### src/rtl/pipeline_pkg.sv
// Shared pipeline definitions: the RV32 NOP encoding and the stage-register state enum.
package pipeline_pkg;

   localparam logic [31:0] RV_NOP = 32'h0000_0013;

   typedef enum logic [1:0] {
      EMPTY = 2'd0,
      FULL  = 2'd1,
      SKID  = 2'd2
   } pipe_state_e;

endpackage

### src/rtl/pipeline_stage_reg.sv
// Handshaked inter-stage register carrying pc/instr/data/ctrl with flush, NOP injection and a
// saturating stall counter. Define PIPELINE_STAGE_REG_SKID_EN for a second (skid) entry and registered in_ready.
module pipeline_stage_reg
   import pipeline_pkg::*;
#(
   parameter int unsigned PC_W        = 32,
   parameter int unsigned DATA_W      = 32,
   parameter int unsigned CTRL_W      = 8,
   parameter logic [31:0] NOP_INSTR   = RV_NOP,
   parameter int unsigned STALL_CNT_W = 16
) (
   input  logic                   clock,
   input  logic                   reset_n,
   input  logic                   in_valid,
   output logic                   in_ready,
   input  logic [PC_W-1:0]        in_pc,
   input  logic [31:0]            in_instr,
   input  logic [DATA_W-1:0]      in_data,
   input  logic [CTRL_W-1:0]      in_ctrl,
   input  logic                   flush,
   output logic                   out_valid,
   input  logic                   out_ready,
   output logic [PC_W-1:0]        out_pc,
   output logic [31:0]            out_instr,
   output logic [DATA_W-1:0]      out_data,
   output logic [CTRL_W-1:0]      out_ctrl,
   output logic [STALL_CNT_W-1:0] stall_cycles
);

   localparam logic [STALL_CNT_W-1:0] STALL_ONE = {{(STALL_CNT_W-1){1'b0}}, 1'b1};

   pipe_state_e             state_q, state_d;
   logic [PC_W-1:0]         pc_q, pc_d;
   logic [31:0]             instr_q, instr_d;
   logic [DATA_W-1:0]       data_q, data_d;
   logic [CTRL_W-1:0]       ctrl_q, ctrl_d;
   logic [STALL_CNT_W-1:0]  stall_q, stall_d;
`ifdef PIPELINE_STAGE_REG_SKID_EN
   logic [PC_W-1:0]         skid_pc_q, skid_pc_d;
   logic [31:0]             skid_instr_q, skid_instr_d;
   logic [DATA_W-1:0]       skid_data_q, skid_data_d;
   logic [CTRL_W-1:0]       skid_ctrl_q, skid_ctrl_d;
`endif
   logic                    accept;
   logic                    consume;

   assign out_valid = (state_q != EMPTY);
`ifdef PIPELINE_STAGE_REG_SKID_EN
   assign in_ready  = (state_q != SKID);
`else
   assign in_ready  = !out_valid || out_ready;
`endif
   assign accept    = in_valid && in_ready;
   assign consume   = out_valid && out_ready;

   assign out_pc       = pc_q;
   assign out_instr    = instr_q;
   assign out_data     = data_q;
   assign out_ctrl     = ctrl_q;
   assign stall_cycles = stall_q;

   always_comb begin
      // NOTE: every always_comb output gets a default first so no path can infer a latch.
      state_d = state_q;
      pc_d    = pc_q;
      instr_d = instr_q;
      data_d  = data_q;
      ctrl_d  = ctrl_q;
      stall_d = stall_q;
`ifdef PIPELINE_STAGE_REG_SKID_EN
      skid_pc_d    = skid_pc_q;
      skid_instr_d = skid_instr_q;
      skid_data_d  = skid_data_q;
      skid_ctrl_d  = skid_ctrl_q;
`endif

      if (out_valid && !out_ready && !flush && (stall_q != '1))
         stall_d = stall_q + STALL_ONE;

      if (flush) begin
         state_d = EMPTY;
         instr_d = NOP_INSTR;
         ctrl_d  = '0;
`ifdef PIPELINE_STAGE_REG_SKID_EN
         skid_instr_d = NOP_INSTR;
         skid_ctrl_d  = '0;
`endif
      end else begin
         unique case (state_q)
            EMPTY: begin
               if (accept) begin
                  pc_d    = in_pc;
                  instr_d = in_instr;
                  data_d  = in_data;
                  ctrl_d  = in_ctrl;
                  state_d = FULL;
               end
            end
            FULL: begin
               if (accept && consume) begin
                  pc_d    = in_pc;
                  instr_d = in_instr;
                  data_d  = in_data;
                  ctrl_d  = in_ctrl;
               end else if (consume) begin
                  // An emptied stage must present a harmless NOP to downstream.
                  instr_d = NOP_INSTR;
                  ctrl_d  = '0;
                  state_d = EMPTY;
               end
`ifdef PIPELINE_STAGE_REG_SKID_EN
               else if (accept) begin
                  skid_pc_d    = in_pc;
                  skid_instr_d = in_instr;
                  skid_data_d  = in_data;
                  skid_ctrl_d  = in_ctrl;
                  state_d      = SKID;
               end
`endif
            end
`ifdef PIPELINE_STAGE_REG_SKID_EN
            SKID: begin
               if (consume) begin
                  pc_d         = skid_pc_q;
                  instr_d      = skid_instr_q;
                  data_d       = skid_data_q;
                  ctrl_d       = skid_ctrl_q;
                  skid_instr_d = NOP_INSTR;
                  skid_ctrl_d  = '0;
                  state_d      = FULL;
               end
            end
`endif
            default: state_d = EMPTY;
         endcase
      end
   end

   always_ff @(posedge clock or negedge reset_n) begin
      if (!reset_n) begin
         state_q <= EMPTY;
         pc_q    <= '0;
         instr_q <= NOP_INSTR;
         data_q  <= '0;
         ctrl_q  <= '0;
         stall_q <= '0;
`ifdef PIPELINE_STAGE_REG_SKID_EN
         skid_pc_q    <= '0;
         skid_instr_q <= NOP_INSTR;
         skid_data_q  <= '0;
         skid_ctrl_q  <= '0;
`endif
      end else begin
         // NOTE: state updates use non-blocking assignments so all flops sample the same pre-edge values.
         state_q <= state_d;
         pc_q    <= pc_d;
         instr_q <= instr_d;
         data_q  <= data_d;
         ctrl_q  <= ctrl_d;
         stall_q <= stall_d;
`ifdef PIPELINE_STAGE_REG_SKID_EN
         skid_pc_q    <= skid_pc_d;
         skid_instr_q <= skid_instr_d;
         skid_data_q  <= skid_data_d;
         skid_ctrl_q  <= skid_ctrl_d;
`endif
      end
   end

endmodule

### config.mk
export PLATFORM = sky130hd
export DESIGN_NAME = pipeline_stage_reg
export DESIGN_NICKNAME = d
export VERILOG_FILES = /design/src/rtl/pipeline_pkg.sv /design/src/rtl/pipeline_stage_reg.sv
export SDC_FILE = /design/constraint.sdc
export NUM_CORES = 1
export LEC_CHECK = 0
export BUFFER_PORTS_ARGS = -buffer_cell sky130_fd_sc_hd__buf_2
export CAP_MARGIN = 20
export CORE_ASPECT_RATIO = 1.75
export CORE_UTILIZATION = 40
export DETAILED_ROUTE_END_ITERATION = 8
export GPL_ROUTABILITY_DRIVEN = 1
export GPL_TIMING_DRIVEN = 0
export HOLD_SLACK_MARGIN = 0.06
export PLACE_DENSITY = 0.71
export SETUP_SLACK_MARGIN = 0.3
export SLEW_MARGIN = 20
export SYNTH_ARGS = -nofsm -noshare
export SYNTH_HDL_FRONTEND = slang
export SYNTH_SLANG_ARGS = --single-unit
### constraint.sdc
create_clock -name clock -period 2.9 [get_ports clock]
set_clock_uncertainty 0.2 [all_clocks]
set_input_delay 0.435 -clock clock [delete_from_list [all_inputs] [get_ports clock]]
set_output_delay 0.435 -clock clock [all_outputs]
set_load 0.02 [all_outputs]
==> impl_metrics.yaml <==
placement:
  dpl.cell_count: 802
  io_buffers: 230
  gp_congestion: 0.783
  dpl_cell_area_sq_um: 5980
  place_hpwl_microns: 9700
worst_hold_path:
  holdCritPathClass: "in -> reg"
  min_path_cells: 2
floorplan:
  die_w_microns: 83.3
  initial_utilization: 0.414
  core_area_sq_um: 11200
  fp.dieH_microns: 144
  fp.dieArea_sq_um: 12000
  ioPinCount: 231
  placementRows: 51
detailed_routing:
  drtIter0Drc: 152
  drc: 0
  dr.pass1.iters: 4
  finalWirelength_microns: 15100
  post_drt_wl_per_cell_microns: 16.1
  viasPerCell: 5.03
  num_vias: 4714
  postRouteAntennaNets: 0
logic_synthesis:
  ys_types: 32
  synth_top_area_cell: "dfrtp_1"
  synth_top_cell_area_share: 0.638
  synth-edff-count: 0
  ys_top_cells_by_count: "197 x nand2_1, 118 x dfrtp_1, 37 x a22o_1"
  async_reset_ff_frac: 1.00
  yosysWarnings: 0
  synth_area_sq_um: 4630
  ys.flop_type: "dfrtp_1"
  synthTopCellsByArea: "dfrtp_1 64%, nand2_1 16%, a22o_1 7.0%"
  synth.most_common_cell: "nand2_1"
  yosysSeqAreaShare: 0.655
  syn_nets: 549
  synthCells: 439
  syn_avg_cell_area_sq_um: 10.5
  ys_ff_latch: 121
final_layout:
  nNetsFinal: 904
  drive_gt1_frac: 0.340
  area_growth_pct: 65.3
  nFillCells: 802
  antennaDiodeCount: 0
  finish.utilization: 0.685
  instances_no_fill: 938
  fin_area_sq_um: 7650
sta:
  hold_viol_final: 0
  max_slew_margin: 0.401
  slew_viol_final: 0
  rsz0062_at_grt: "no"
  tightestPinTransition_ns: 0.892
  fin_crit_ns: 2.57
  period_share: 0.886
  finalSetupTns_ns: 0
  setup_viol: 0
  max_freq_mhz: 389
global_routing:
  antenna_found_initial: 0
  grt_pass1_wl_microns: 23500
  overflow: 0
  track_usage: 0.255
  grt_max_degree: 63
  grt_pass1_vias: 4866
clock_tree:
  cts-root-buf: "clkbuf_16"
  cts.clk_slew.worst_paths_ns: 0.05
  clock_path_buffers: 2
  htreeDepth: 4
  clk_latency_ns: 0.40
  cts_sinks: 121
  cts_tree: "built"
  cts_inserted_buffers: 17
flow_run:
  cap_violations: 0
pwr:
  p_per_area_nw_per_um2: 677
  power_mw: 5.18
  ir_worst_vdd_uv: 434
  p_leak_nw: 4.20
worst_setup_path:
  ff2ff_path_depth: 4
  crit_path_end_kind: "register"
  required_ns: 2.99
  arrival_ns: 2.66
  criticalPathCategory: "in -> reg"
  cp_max_fo: 9
  cp-start-kind: "input pin"
run_status:
  status: "finished, final reports clean"
==> cell families after synthesis <==
group           after synthesis  synth area share
compound gates               44            0.0803
xor+xnor                     12            0.0227
fa+ha+maj                     1           0.00270
buf+inv                      24            0.0214
flops                       121             0.655
mux                           3           0.00730
simple gates                234             0.210
==> metal layers <==
layer  routed length [microns]  vias up  GRT usage
met1                      5470     2298      0.267
met2                      8280      206      0.458
li1                          -     2160          -
met4                       640        0      0.166
met3                       738       50     0.0565
met5                         0        -          0
==> state kept, by name, indices dropped and copies added (netlist names) <==
register / count
out_instr: 32
out_pc: 32
state_q: 1
stall_cycles: 16
out_ctrl: 8
out_data: 32
==> final timing paths <==
path                                 start          endpoint  slack (ns)
max in group asynchronous          reset_n      out_instr[4]        1.36
hold / removal                  in_ctrl[7]       out_ctrl[7]        0.08
min in group asynchronous          reset_n     out_instr[19]        0.38
hold reg to reg                 out_pc[19]        out_pc[19]        0.27
setup reg to reg           stall_cycles[4]   stall_cycles[1]        0.60
setup / recovery                     flush  stall_cycles[15]        0.33
==> final cells by class <==
type                    count  area [sq um]  share of cell area
plain buffers              23          95.1              0.0124
clock buffers              19           443              0.0579
clock inverters            12           174              0.0227
inverters                   1          3.75            0.000491
multi-input cells         294          1500               0.196
flip-flops and latches    121          3030               0.396
well taps                 132           165              0.0216
repair buffers            336          2240               0.292
==> through the flow <==
stage | worst slack, ns | hold WS [ns]
floorplan | 0.615 | -0.0606
global placement | -0.223 | 0.253
detailed placement | 0.457 | 0.255
CTS | 0.340 | 0.0601
global route | 0.305 | 0.0699
finish | 0.331 | 0.0822
==> power by group <==
| group | switching (mW) | internal, mW |
|---|---|---|
| registers | 0.131 | 1.88 |
| clock network | 0.745 | 1.45 |
| logic | 0.583 | 0.385 |
==> repair_timing <==
| item | in CTS | in global routing |
|---|---|---|
| gates resized for setup | 0 | 1 |
| setup buffers | 0 | 0 |
| hold endpoints to repair | 164 | 1 |
| setup endpoints to repair | 0 | 1 |
| hold buffers | 104 | 1 |
==> worst max-delay path, cell delays in order <==
cell           delay, ns
dlygate4sd3_1       0.53
buf_2               0.15
or3b_1              0.36
buf_6               0.15
or4_4               0.56
nor2_2              0.13
mux2_2              0.34
==> cells in the final DEF, fill, tap and decap left out, types with 2 or more instances in the layout <==
master and n:
nand4_1 5, a22o_1 37, o22a_1 3, nand2b_1 2, dlygate4sd3_1 105, buf_1 5
bufinv_16 4, mux2_2 3, clkbuf_16 17, nor4_1 6, nand3_1 5, a21oi_1 2
nand2_1 197, clkinv_4 2, nor3b_1 2, nor3_1 2, clkbuf_1 17, dfstp_2 3
xor2_1 12, nor2_1 5, buf_2 230, buf_6 2, dfrtp_1 118, nor2_2 2
clkinv_2 4
Note: power is estimated with default switching activity, not from simulation.
